===== src/rtl/alu_shift_seq_pkg.sv =====
// Shared encodings for the multi-step shift/rotate sequencer: request kinds,
// the one-bit ALU op codes, FSM states and the ALU flag-bit indices.
`ifndef CIDX
`define CIDX 0
`endif
`ifndef ZIDX
`define ZIDX 1
`endif
`ifndef SIDX
`define SIDX 2
`endif
`ifndef VIDX
`define VIDX 3
`endif

package alu_shift_seq_pkg;

    typedef enum logic [2:0] {
        KIND_SHL = 3'd0,
        KIND_SHR = 3'd1,
        KIND_SHA = 3'd2,
        KIND_ROR = 3'd3,
        KIND_ROL = 3'd4
    } kind_e;

    localparam logic [5:0] ALU_OP_NONE = 6'h00;
    localparam logic [5:0] ALU_OP_ROR  = 6'h26;
    localparam logic [5:0] ALU_OP_ROL  = 6'h27;
    localparam logic [5:0] ALU_OP_SHL  = 6'h28;
    localparam logic [5:0] ALU_OP_SHR  = 6'h29;
    localparam logic [5:0] ALU_OP_SHA  = 6'h2A;

    typedef enum logic [1:0] {
        ST_IDLE = 2'd0,
        ST_RUN  = 2'd1,
        ST_DONE = 2'd2
    } state_e;

    // Illegal kinds map to ALU_OP_NONE, which doubles as the legality test.
    function automatic logic [5:0] kind_to_op(input logic [2:0] kind);
        logic [5:0] op;
        case (kind)
            KIND_SHL: op = ALU_OP_SHL;
            KIND_SHR: op = ALU_OP_SHR;
            KIND_SHA: op = ALU_OP_SHA;
            KIND_ROR: op = ALU_OP_ROR;
            KIND_ROL: op = ALU_OP_ROL;
            default:  op = ALU_OP_NONE;
        endcase
        return op;
    endfunction

    function automatic logic kind_is_legal(input logic [2:0] kind);
        return (kind_to_op(kind) != ALU_OP_NONE);
    endfunction

endpackage


===== src/rtl/alu_shift_seq.sv =====
// Shift/rotate sequencer: turns one "shift by N" request into N single-bit
// ALU ops, feeding result and flags back each step. Option: ALU_SEQ_ABORT_EN.
module alu_shift_seq
    import alu_shift_seq_pkg::*;
#(
    parameter int WIDTH  = 32,
    parameter int CWIDTH = 5
) (
    input  logic              clk,
    input  logic              reset,
    input  logic              req_valid,
    output logic              req_ready,
    input  logic [2:0]        req_kind,
    input  logic [CWIDTH-1:0] req_cnt,
    input  logic [WIDTH-1:0]  req_di,
    input  logic [WIDTH-1:0]  req_fi,
    output logic [5:0]        alu_op,
    output logic [WIDTH-1:0]  alu_di,
    output logic [WIDTH-1:0]  alu_fi,
    input  logic [WIDTH-1:0]  alu_res,
    input  logic [WIDTH-1:0]  alu_fo,
    output logic              busy,
    output logic              done_valid,
    input  logic              done_ready,
    output logic [WIDTH-1:0]  res,
    output logic [WIDTH-1:0]  fo,
    output logic              err
`ifdef ALU_SEQ_ABORT_EN
    ,
    input  logic              abort
`endif
);

    localparam logic [CWIDTH-1:0] CNT_ZERO = {CWIDTH{1'b0}};
    localparam logic [CWIDTH-1:0] CNT_ONE  = {{(CWIDTH-1){1'b0}}, 1'b1};

    state_e              state_r, state_s;
    logic [WIDTH-1:0]    wd_r, wd_s;
    logic [WIDTH-1:0]    wf_r, wf_s;
    logic [CWIDTH-1:0]   cnt_r, cnt_s;
    logic [5:0]          op_r, op_s;
    logic [WIDTH-1:0]    res_r, res_s;
    logic [WIDTH-1:0]    fo_r, fo_s;
    logic                err_r, err_s;
    logic                done_valid_r, done_valid_s;
    logic                req_ready_r, req_ready_s;
    logic                busy_r, busy_s;
    logic                abort_s;

`ifdef ALU_SEQ_ABORT_EN
    assign abort_s = abort;
`else
    assign abort_s = 1'b0;
`endif

    // Next-state and next-register values for the sequencer FSM
    always_comb begin
        state_s      = state_r;
        wd_s         = wd_r;
        wf_s         = wf_r;
        cnt_s        = cnt_r;
        op_s         = op_r;
        res_s        = res_r;
        fo_s         = fo_r;
        err_s        = err_r;
        done_valid_s = done_valid_r;
        req_ready_s  = req_ready_r;
        busy_s       = busy_r;
        case (state_r)
            ST_IDLE: begin
                if (req_valid && req_ready_r) begin
                    wd_s        = req_di;
                    wf_s        = req_fi;
                    cnt_s       = req_cnt;
                    req_ready_s = 1'b0;
                    busy_s      = 1'b1;
                    if (!kind_is_legal(req_kind)) begin
                        state_s      = ST_DONE;
                        res_s        = req_di;
                        fo_s         = req_fi;
                        err_s        = 1'b1;
                        done_valid_s = 1'b1;
                    end else if (req_cnt == CNT_ZERO) begin
                        state_s      = ST_DONE;
                        res_s        = req_di;
                        fo_s         = req_fi;
                        err_s        = 1'b0;
                        done_valid_s = 1'b1;
                    end else begin
                        state_s = ST_RUN;
                        op_s    = kind_to_op(req_kind);
                    end
                end else begin
                    state_s = ST_IDLE;
                end
            end
            ST_RUN: begin
                // Abort wins over the final step and reports the pre-step word.
                if (abort_s) begin
                    state_s      = ST_DONE;
                    op_s         = ALU_OP_NONE;
                    res_s        = wd_r;
                    fo_s         = wf_r;
                    err_s        = 1'b1;
                    done_valid_s = 1'b1;
                end else begin
                    wd_s  = alu_res;
                    wf_s  = alu_fo;
                    cnt_s = cnt_r - CNT_ONE;
                    if (cnt_r == CNT_ONE) begin
                        state_s      = ST_DONE;
                        op_s         = ALU_OP_NONE;
                        res_s        = alu_res;
                        fo_s         = alu_fo;
                        err_s        = 1'b0;
                        done_valid_s = 1'b1;
                    end else begin
                        state_s = ST_RUN;
                    end
                end
            end
            ST_DONE: begin
                if (done_ready) begin
                    state_s      = ST_IDLE;
                    done_valid_s = 1'b0;
                    req_ready_s  = 1'b1;
                    busy_s       = 1'b0;
                end else begin
                    state_s = ST_DONE;
                end
            end
            default: begin
                state_s      = ST_IDLE;
                op_s         = ALU_OP_NONE;
                done_valid_s = 1'b0;
                req_ready_s  = 1'b1;
                busy_s       = 1'b0;
            end
        endcase
    end

    // State, working and output registers; reset aborts any operation
    always_ff @(posedge clk or negedge reset) begin
        if (!reset) begin
            state_r      <= ST_IDLE;
            wd_r         <= {WIDTH{1'b0}};
            wf_r         <= {WIDTH{1'b0}};
            cnt_r        <= CNT_ZERO;
            op_r         <= ALU_OP_NONE;
            res_r        <= {WIDTH{1'b0}};
            fo_r         <= {WIDTH{1'b0}};
            err_r        <= 1'b0;
            done_valid_r <= 1'b0;
            req_ready_r  <= 1'b1;
            busy_r       <= 1'b0;
        end else begin
            state_r      <= state_s;
            wd_r         <= wd_s;
            wf_r         <= wf_s;
            cnt_r        <= cnt_s;
            op_r         <= op_s;
            res_r        <= res_s;
            fo_r         <= fo_s;
            err_r        <= err_s;
            done_valid_r <= done_valid_s;
            req_ready_r  <= req_ready_s;
            busy_r       <= busy_s;
        end
    end

    assign req_ready  = req_ready_r;
    assign alu_op     = op_r;
    assign alu_di     = wd_r;
    assign alu_fi     = wf_r;
    assign busy       = busy_r;
    assign done_valid = done_valid_r;
    assign res        = res_r;
    assign fo         = fo_r;
    assign err        = err_r;

endmodule


===== config.mk =====
export PLATFORM = sky130hd
export DESIGN_NAME = alu_shift_seq
export DESIGN_NICKNAME = d
export VERILOG_FILES = /design/src/rtl/alu_shift_seq_pkg.sv /design/src/rtl/alu_shift_seq.sv
export SDC_FILE = /design/constraint.sdc
export NUM_CORES = 1
export LEC_CHECK = 0
export CAP_MARGIN = 20
export CORE_ASPECT_RATIO = 0.6
export CORE_UTILIZATION = 39
export DETAILED_ROUTE_END_ITERATION = 12
export GPL_TIMING_DRIVEN = 0
export PLACE_DENSITY = 0.79
export SLEW_MARGIN = 15
export SYNTH_ARGS = -nofsm -noshare
export SYNTH_HDL_FRONTEND = slang
export SYNTH_SLANG_ARGS = --single-unit

===== constraint.sdc =====
create_clock -name clk -period 2.1 [get_ports clk]
set_clock_uncertainty 0.15 [all_clocks]
set_input_delay 0.315 -clock clk [delete_from_list [all_inputs] [get_ports clk]]
set_output_delay 0.315 -clock clk [all_outputs]
set_load 0.01 [all_outputs]

==> summary.md <==
| Metric | Value |
|---|---|
| Final setup viols | 0 |
| Initial drt markers | ~280 |
| Final wirelength | ~20,000 um |
| FF/Latch Area | around 3600 um2 |
| CTS clock-pin slew for the worst setup and hold paths | roughly 60 ps |
| Ys Warns | 0 |
| Crit path launch type | input port |
| Vias | 5,339 |
| Final ANT Viol Nets | 0 |
| CTS tree | built |
| Pwr dens | about 1500 nW/um2 |
| Die Width | around 170 um |
| First-pass GRT wire length | 30,950 um |
| Worst vdd ir | roughly 0.72 mV |
| Static leakage | around 4.8 nW |
| Worst slew margin | between 50 and 60% |
| Maximum clock insertion buffer count | 2 |
| Drt wl/cell | 17.87 um |
| Pre-CTS WS | -964.6 ps |
| Final Cell Area | ~10,000 um2 |
| Final Net Count | just over 1k |
| Htree depth | 4 |
| Critical path class | in -> reg |
| Crit. End Element | register |
| Ant diodes | 0 |
| R2r endpoint | fo[29] |
| Multi-input logic area | between 2000 and 3000 um2 |
| Total CTS buffers | 17 |
| Worst hold path type | in -> reg |
| Max-cap violations | 0 |
| Initial Util | between 40% and 50% |
| Status | complete, no violations |
| FMAX | approximately 480 MHz |
| Initial antenna violation count | 1 |
| Fin crit period | 2084 ps |
| FF+latch count, synth | 144 |
| Worst Path Required | 2240 ps |
| Crit path max fanout | 10 |
| Synth unique cells | 40 |
| Vias per cell | 4.771 |
| Register area share after synthesis | between 50% and 60% |
| Critical R2R Launch | cnt_r[1] |
| # port buffers | about 280 |
| Worst setup margin | 16.08 ps |
| Post-layout util | around 64% |
| Commonest cells after routing, fill and taps aside | clkdlybuf4s50_1 (272), nand2_1 (197), dfrtp_1 (140) |
| Post-synth ARST share | 100.0% |
| Chip height | a little over 100 um |
| Routability cong. | slightly above 0.8 |
| Die footprint | about 17,000 um2 |
| Hold Path End | cnt_r[3] |
| Area growth, synth to finish | 60.10% |
| Fillcell total | roughly 1.3k |
| Number of synthesized flops with an enable pin | 0 |
| Worst Reg-to-Reg Cells | 8 |
| Largest net degree at the start of global routing | between 70 and 80 |
| Cell count after synthesis | 570 |
| HPWL Detailed | approximately 14,000 um |
| Total design power | roughly 15 mW |
| Worst skew pair latency | 410 ps |
| Hold Path Stages | 3 |
| Critical path arrival | between 2000 and 2500 ps |
| Reg2Reg Setup Slack | around 60 ps |
| Most common cell after layout, fill and taps aside | clkdlybuf4s50_1 |
| Core Region | around 16,000 um2 |
| Finished Layout Cells | ~1.1k |
| Worst-margin pin slew | ~600 ps |
| Net count after synthesis | between 700 and 800 |
| Area of placed instances | just under 10,000 um2 |
| WHS | ~160 ps |
| Syn Area/Cell | 11.46 um2 |
| Setup TNS | 0 ps |
| Clock root buffer | clkbuf_16 |
| I/O Pins | between 200 and 300 |
| Unrepaired setup endpoints after global routing | yes |
| Hold Vio Cnt, Final | 0 |
| Synth Cell Area | about 6500 um2 |
| Gr ovfl total | 0 |
| Final Slew Violations | 0 |
| Core Rows | 36 |
| # DRC | 0 |
| Number of global-route vias before repair | 5,609 |
| Share of cells above drive strength 1 | between 10 and 15% |
| Tot GR Track Use | between 20% and 30% |
| CTS Sinks | approximately 140 |
| TritonRoute pass-1 iters | 4 |
| DP Cell Count | approximately 1.1k |
| Hold Crit Start | req_cnt[3] |
| Fin crit share | 99.23% |
| Synth Flop Type | dfrtp_1 |
## metal layers
| metal | track usage (%) | share of wire (%) | vias to the layer above |
|---|---|---|---|
| met5 | 0 | 0 | - |
| met4 | 6.445 | 1.2 | 0 |
| met3 | 8.443 | 9.7 | 20 |
| met2 | 37.03 | 45 | 198 |
| met1 | 31.78 | 44 | 2609 |
| li1 | - | - | 2512 |
## synthesized netlist by cell type (2+ instances only)
cell type / number / share of area (%)
nand2_1: 197 / 11
dfrtp_1: 143 / 55
mux2_1: 88 / 15
mux2_4: 38 / 8.7
clkbuf_1: 16 / 0.92
a21oi_1: 9 / 0.69
buf_2: 8 / 0.61
nor2_1: 8 / 0.46
inv_1: 6 / 0.34
buf_6: 5 / 0.86
mux2i_1: 5 / 0.77
o21ai_0: 5 / 0.38
o21ai_1: 5 / 0.38
nand2b_1: 4 / 0.38
buf_1: 3 / 0.17
a21o_1: 2 / 0.23
ha_1: 2 / 0.38
mux2_2: 2 / 0.34
nand3_1: 2 / 0.15
o211ai_1: 2 / 0.23
## critical path, cell delays in order
cell	delay, ps
clkdlybuf4s50_1	470
or4_4	450
o21ai_4	190
o211ai_4	140
buf_8	180
buf_12	150
mux2_4	300
## sequential cells by signal, summed over array words and instances (netlist names)
signal and flops:
busy 1, done_valid 1, res 32, fo 32
alu_di 32, err 1, alu_op 5, alu_fi 32
cnt_r 5, req_ready 1, state_r 2
## how the worst max path moves through the flow
stage	startpoint	to	slack, ps	depth (start not counted)
4_1_cts	state_r[0]	alu_di[4]	2	7
5_1_grt	state_r[1]	fo[12]	-20	5
6_report	req_cnt[4]	fo[29]	20	7
3_5_place_dp	req_valid	fo[29]	-960	7
2_1_floorplan	cnt_r[1]	fo[23]	2	8
3_3_place_gp	reset	res[2]	-5400	1
## cell families after synthesis
| family | count (synthesis) | share of synthesized area, % |
|---|---|---|
| AO/OA/AOI/OAI | 31 | 3.026 |
| adder cells (fa/ha/maj) | 2 | 0.3830 |
| buffers and inverters | 39 | 3.026 |
| flip-flops | 144 | 55.18 |
| multiplexers | 133 | 25.01 |
| other | 1 | 0.05741 |
| AND/OR/NAND/NOR | 220 | 13.31 |
## report_power, final
group / switching, mW / internal (mW) / leakage (nW)
registers: 0.810 / 4.15 / 1.73
clock network: 1.28 / 1.60 / 0.260
logic: 3.20 / 4.16 / 2.78
total: 5.29 / 9.90 / 4.78
## cell type report
class	count	area share [%]
repair buffers	291	27.87
flip-flops and latches	144	34.50
plain buffers	31	2.500
clock inverters	12	0.9571
clock buffers	20	4.367
multi-input cells	387	26.86
well taps	228	2.728
inverters	6	0.2153
## what timing repair did
action / in CTS / in global routing
cloned: 0 / 0
resized for setup: 33 / 25
hold endpoints to repair: 69 / 0
hold buffers: 1 / 0
endpoints found under the setup margin: 137 / 126
pin swaps: 3 / 3
setup buffers: 7 / 6
Power figures use the tool's default switching activity.
==> RTL edit 1: new RTL, same flow settings <==
Re-encode `state_e` (3 states) as one-hot, 3 bits wide.
--- a/src/rtl/alu_shift_seq_pkg.sv
+++ b/src/rtl/alu_shift_seq_pkg.sv
@@ -32,6 +32,6 @@
 
-    typedef enum logic [1:0] {
-        ST_IDLE = 2'd0,
-        ST_RUN  = 2'd1,
-        ST_DONE = 2'd2
+    typedef enum logic [2:0] {
+        ST_IDLE = 3'b001,
+        ST_RUN  = 3'b010,
+        ST_DONE = 3'b100
     } state_e;
Function: no difference found for any inputs over 4 cycles, from zero or initial values and one cycle with reset low; so few cycles prove little.
==> RTL edit 1 against the original RTL <==
- critical path type is now flip-flop to flip-flop
- clock power increased by 8.7%
- largest cell class unchanged
- wire length is 17% higher
- worst setup slack got worse by 44 ps
- sequential cell count increased by 1
- synthesized cell count up 16%
- via count grew 21%
- area after synthesis grew 5.2%
- power grew 0.70%
- highest routed layer unchanged
- design area rose by 5.0%
- the flow now finishes with violations (setup timing)
==> RTL edit 1: results (changes against the original RTL) <==
- The fraction of final layout cells with drive strength greater than 1 was 12.3% (-1.5 points).
- Sorting the synthesized cells by how often they occur yields 143 x sky130_fd_sc_hd__dfrtp_1, 76 x sky130_fd_sc_hd__nand2_1, 69 x sky130_fd_sc_hd__nor2_1, 66 x sky130_fd_sc_hd__mux2i_1, 64 x sky130_fd_sc_hd__o21ai_1.
- The combinational power came to 7.19 mW (-2%).
- The compound-cell area share of the yosys netlist is 21.7% (+19 points).
- The final estimated routing congestion in global placement is 0.853 (+5.3%).
- The starting DRC count in detailed routing is 544 (+92%).
- The actual transition at the worst max-transition pin was 562 ps (-38.9 ps).
- The setup total negative slack is -197 ps (-197 ps).
- The delay contributed by the slowest stage of the critical path was 570 ps (+100 ps).
- The sequential cell area fraction in the yosys report came to 52.8% (-2.3 points).
- The final reports fail on setup timing.
- The slowest stage of the critical path belongs to the cell sky130_fd_sc_hd__dfstp_2.
- The flow ran to the end, but the final reports show violations.
- The fill cell instance count of the final layout was 1,405 (+5.7%).
- The non-clock buffer total of the final layout is 348 (+8.1%).
- The overall fraction of global-route tracks in use came to 25.8% (+2.0 points).
- The number of distinct library cell variants in the gate-level netlist after synthesis is 47 (+18%).
- The total wire length was 23,400 um (+17%).
- The largest vdd supply drop is 0.595 mV (-17%).
- By area the synthesized netlist is led by sky130_fd_sc_hd__dfrtp_1 52%, sky130_fd_sc_hd__mux2i_1 9.6%, sky130_fd_sc_hd__a21boi_0 6.7%, sky130_fd_sc_hd__a22oi_1 6.7%, sky130_fd_sc_hd__o21ai_1 4.7%.
- The adder-cell share of the synthesized area is 0.364% (-0.019 points).
- The share of final layout cell area taken by non-clock buffers was 30.9% (+0.48 points).
- The cell area after placement came to 9960 sq um (+3.6%).
- The number of post-CTS setup repair buffers is 10 (+3).
- The worst path setup slack after routing was -28.3 ps (-44.4 ps).
- The min-delay analysis places its worst path in the category input pin to async pin.
- The fraction of area in clock buffers and inverters is 5.48% (+0.16 points).
- The first-pass GRT wire length is 36,300 um (+17%).
- The mean instance size in the synthesized netlist is 10.3 sq um (-9.7%).
- The final count of negative-setup-slack endpoints is 21 (+21).
- The detail-routed net length per standard cell was 19.1 um (+6.7%).
- The standby leakage power is 4.85 nW (+1.5%).
- The area of combinational cells with multiple inputs is 3040 sq um (+8.3%).
- The antenna cell count was 1 (+1).
- The worst setup slack before clock tree synthesis is -596 ps (+368 ps).
==> RTL edit 1: cell count changes in the layout (fill, tap and decap cells not counted), moves of 6 or more <==
cell / unedited run / this run
sky130_fd_sc_hd__a21boi_0: 0 / 61
sky130_fd_sc_hd__a22oi_1: 1 / 49
sky130_fd_sc_hd__a22oi_2: 0 / 12
sky130_fd_sc_hd__buf_2: 3 / 10
sky130_fd_sc_hd__clkbuf_2: 2 / 8
sky130_fd_sc_hd__mux2_1: 88 / 3
sky130_fd_sc_hd__mux2_4: 38 / 0
sky130_fd_sc_hd__mux2i_1: 5 / 66
sky130_fd_sc_hd__nand2_1: 197 / 75
sky130_fd_sc_hd__nor2_1: 7 / 67
sky130_fd_sc_hd__o21ai_1: 5 / 64
==> RTL edit 1: layer usage <==
metal  track usage [%]  vias to the layer above  wire [um]
met4              6.19                        0        265
li1                  -                     3002          -
met3              8.22                       22       2030
met5                 0                        -          0
met2              37.9                      247      10200
met1              36.7                     3188      10900
==> RTL edit 2: new RTL, same settings <==
Made on the original files. `WIDTH`: 32 -> 16.
--- a/src/rtl/alu_shift_seq.sv
+++ b/src/rtl/alu_shift_seq.sv
@@ -5,3 +5,3 @@
 #(
-    parameter int WIDTH  = 32,
+    parameter int WIDTH  = 16,
     parameter int CWIDTH = 5
Interface: changed (8 resized); port bits go from 278 to 150. No check against the original RTL was run, so the function may have changed too.
==> RTL edit 2 against the original RTL <==
- sequential cell count down 64
- critical path depth down 1
- wire length down 52%
- maximum frequency up 0.16%
- critical path type unchanged
- clock power down 53%
- worst setup slack better by 3.2 ps
- area after synthesis down 45%
- design area down 47%
- die area down 44%
- power down 49%
==> RTL edit 2: results (changes against the original RTL) <==
- The number of gates given a new drive strength after cts was 7 (-79%).
- The post-layout net count was 569 (-44%).
- The worst path setup slack after routing came to 19.3 ps (+3.23 ps).
- The number of H-tree branching levels is 3 (-1).
- The number of global-route vias before repair is 2,956 (-47%).
- The largest net degree at the start of global routing is 45 (-40%).
- Sorting the synthesized cells by area gives the leading types as sky130_fd_sc_hd__dfrtp_1 55%, sky130_fd_sc_hd__mux2i_1 17%, sky130_fd_sc_hd__o21ai_0 5.2%, sky130_fd_sc_hd__nand2_1 4.7%, sky130_fd_sc_hd__inv_1 3.5%.
- The sequential cell area fraction in the yosys report is 55.3% (+0.10 points).
- The count of placed standard cells including taps is 592 (-45%).
- The worst hold-check slack came to 329 ps (+164 ps).
- The synthesized netlist net count came to 409 (-43%).
- The routed via count divided by cell count is 4.95 (+3.8%).
- The overall fraction of global-route tracks in use is 20.8% (-3.0 points).
- The share of total power consumed by net switching is 34.9% (+0.12 points).
- The total wire length is 9600 um (-52%).
- The run finished with clean final reports.
- The combinational share of power is 47.2% (-1.2 points).
- The largest vdd supply drop is 0.578 mV (-19%).
- The data arrival time of the worst path came to 2130 ps (-90 ps).
- The clock network power is 1.35 mW (-53%).
- In the synthesized netlist, the cells that appear most often are 79 x sky130_fd_sc_hd__dfrtp_1, 61 x sky130_fd_sc_hd__mux2i_1, 45 x sky130_fd_sc_hd__nand2_1, 38 x sky130_fd_sc_hd__o21ai_0, 34 x sky130_fd_sc_hd__inv_1.
- The number of I/O port buffers was 148 (-46%).
- The starting DRC count in detailed routing is 91 (-68%).
- The min-delay analysis places its worst path in the category flip-flop to flip-flop.
- The slack of the worst reg-to-reg path is 140 ps (+80 ps).
- The fraction of final layout cells with drive strength greater than 1 is 9.09% (-4.7 points).
- The first-pass GRT wire length is 15,400 um (-50%).
- The final HPWL from detailed placement came to 7210 um (-50%).
-- RTL edit 2: cell count changes in the layout (fill, tap and decap cells not counted), moves of 16 or more --
cell / unedited run / this run
sky130_fd_sc_hd__buf_4: 20 / 4
sky130_fd_sc_hd__clkdlybuf4s50_1: 272 / 147
sky130_fd_sc_hd__mux2i_1: 5 / 60
sky130_fd_sc_hd__mux2_1: 88 / 0
sky130_fd_sc_hd__inv_1: 5 / 34
sky130_fd_sc_hd__dfrtp_1: 140 / 79
sky130_fd_sc_hd__o21ai_0: 4 / 36
sky130_fd_sc_hd__nand2_1: 197 / 45
sky130_fd_sc_hd__mux2_4: 38 / 0
-- RTL edit 2: final cells by class --
type | instances | area, sq um
clock buffer | 10 | 229
clock inverter | 5 | 25.0
timing repair buffer | 150 | 1510
inverter | 34 | 128
buffer | 17 | 116
tap | 112 | 140
multi-input combinational | 199 | 1420
sequential | 80 | 2000
fill | 680 | 3180
-- RTL edit 2: final timing paths --
path / start / to / cells after the start
setup / recovery: req_cnt[1] / res[12]$_DFFE_PN0P_ / 6
hold / removal: alu_di[7]$_DFFE_PN0P_ / alu_di[7]$_DFFE_PN0P_ / 2
setup reg to reg: state_r[0]$_DFF_PN0_ / alu_op[2]$_DFFE_PN0P_ / 3
hold reg to reg: alu_di[7]$_DFFE_PN0P_ / alu_di[7]$_DFFE_PN0P_ / 2
max in group asynchronous: reset / alu_di[10]$_DFFE_PN0P_ / 3
min in group asynchronous: reset / alu_di[8]$_DFFE_PN0P_ / 2
-- RTL edit 2: routing by layer --
| layer | track usage [%] | up-vias | part of all wire, % |
|---|---|---|---|
| met5 | 0 | - | 0 |
| met1 | 28.4 | 1455 | 48 |
| met3 | 6.91 | 7 | 7.7 |
| met4 | 6.14 | 0 | 0.80 |
| met2 | 31.5 | 108 | 43 |
| li1 | - | 1436 | - |
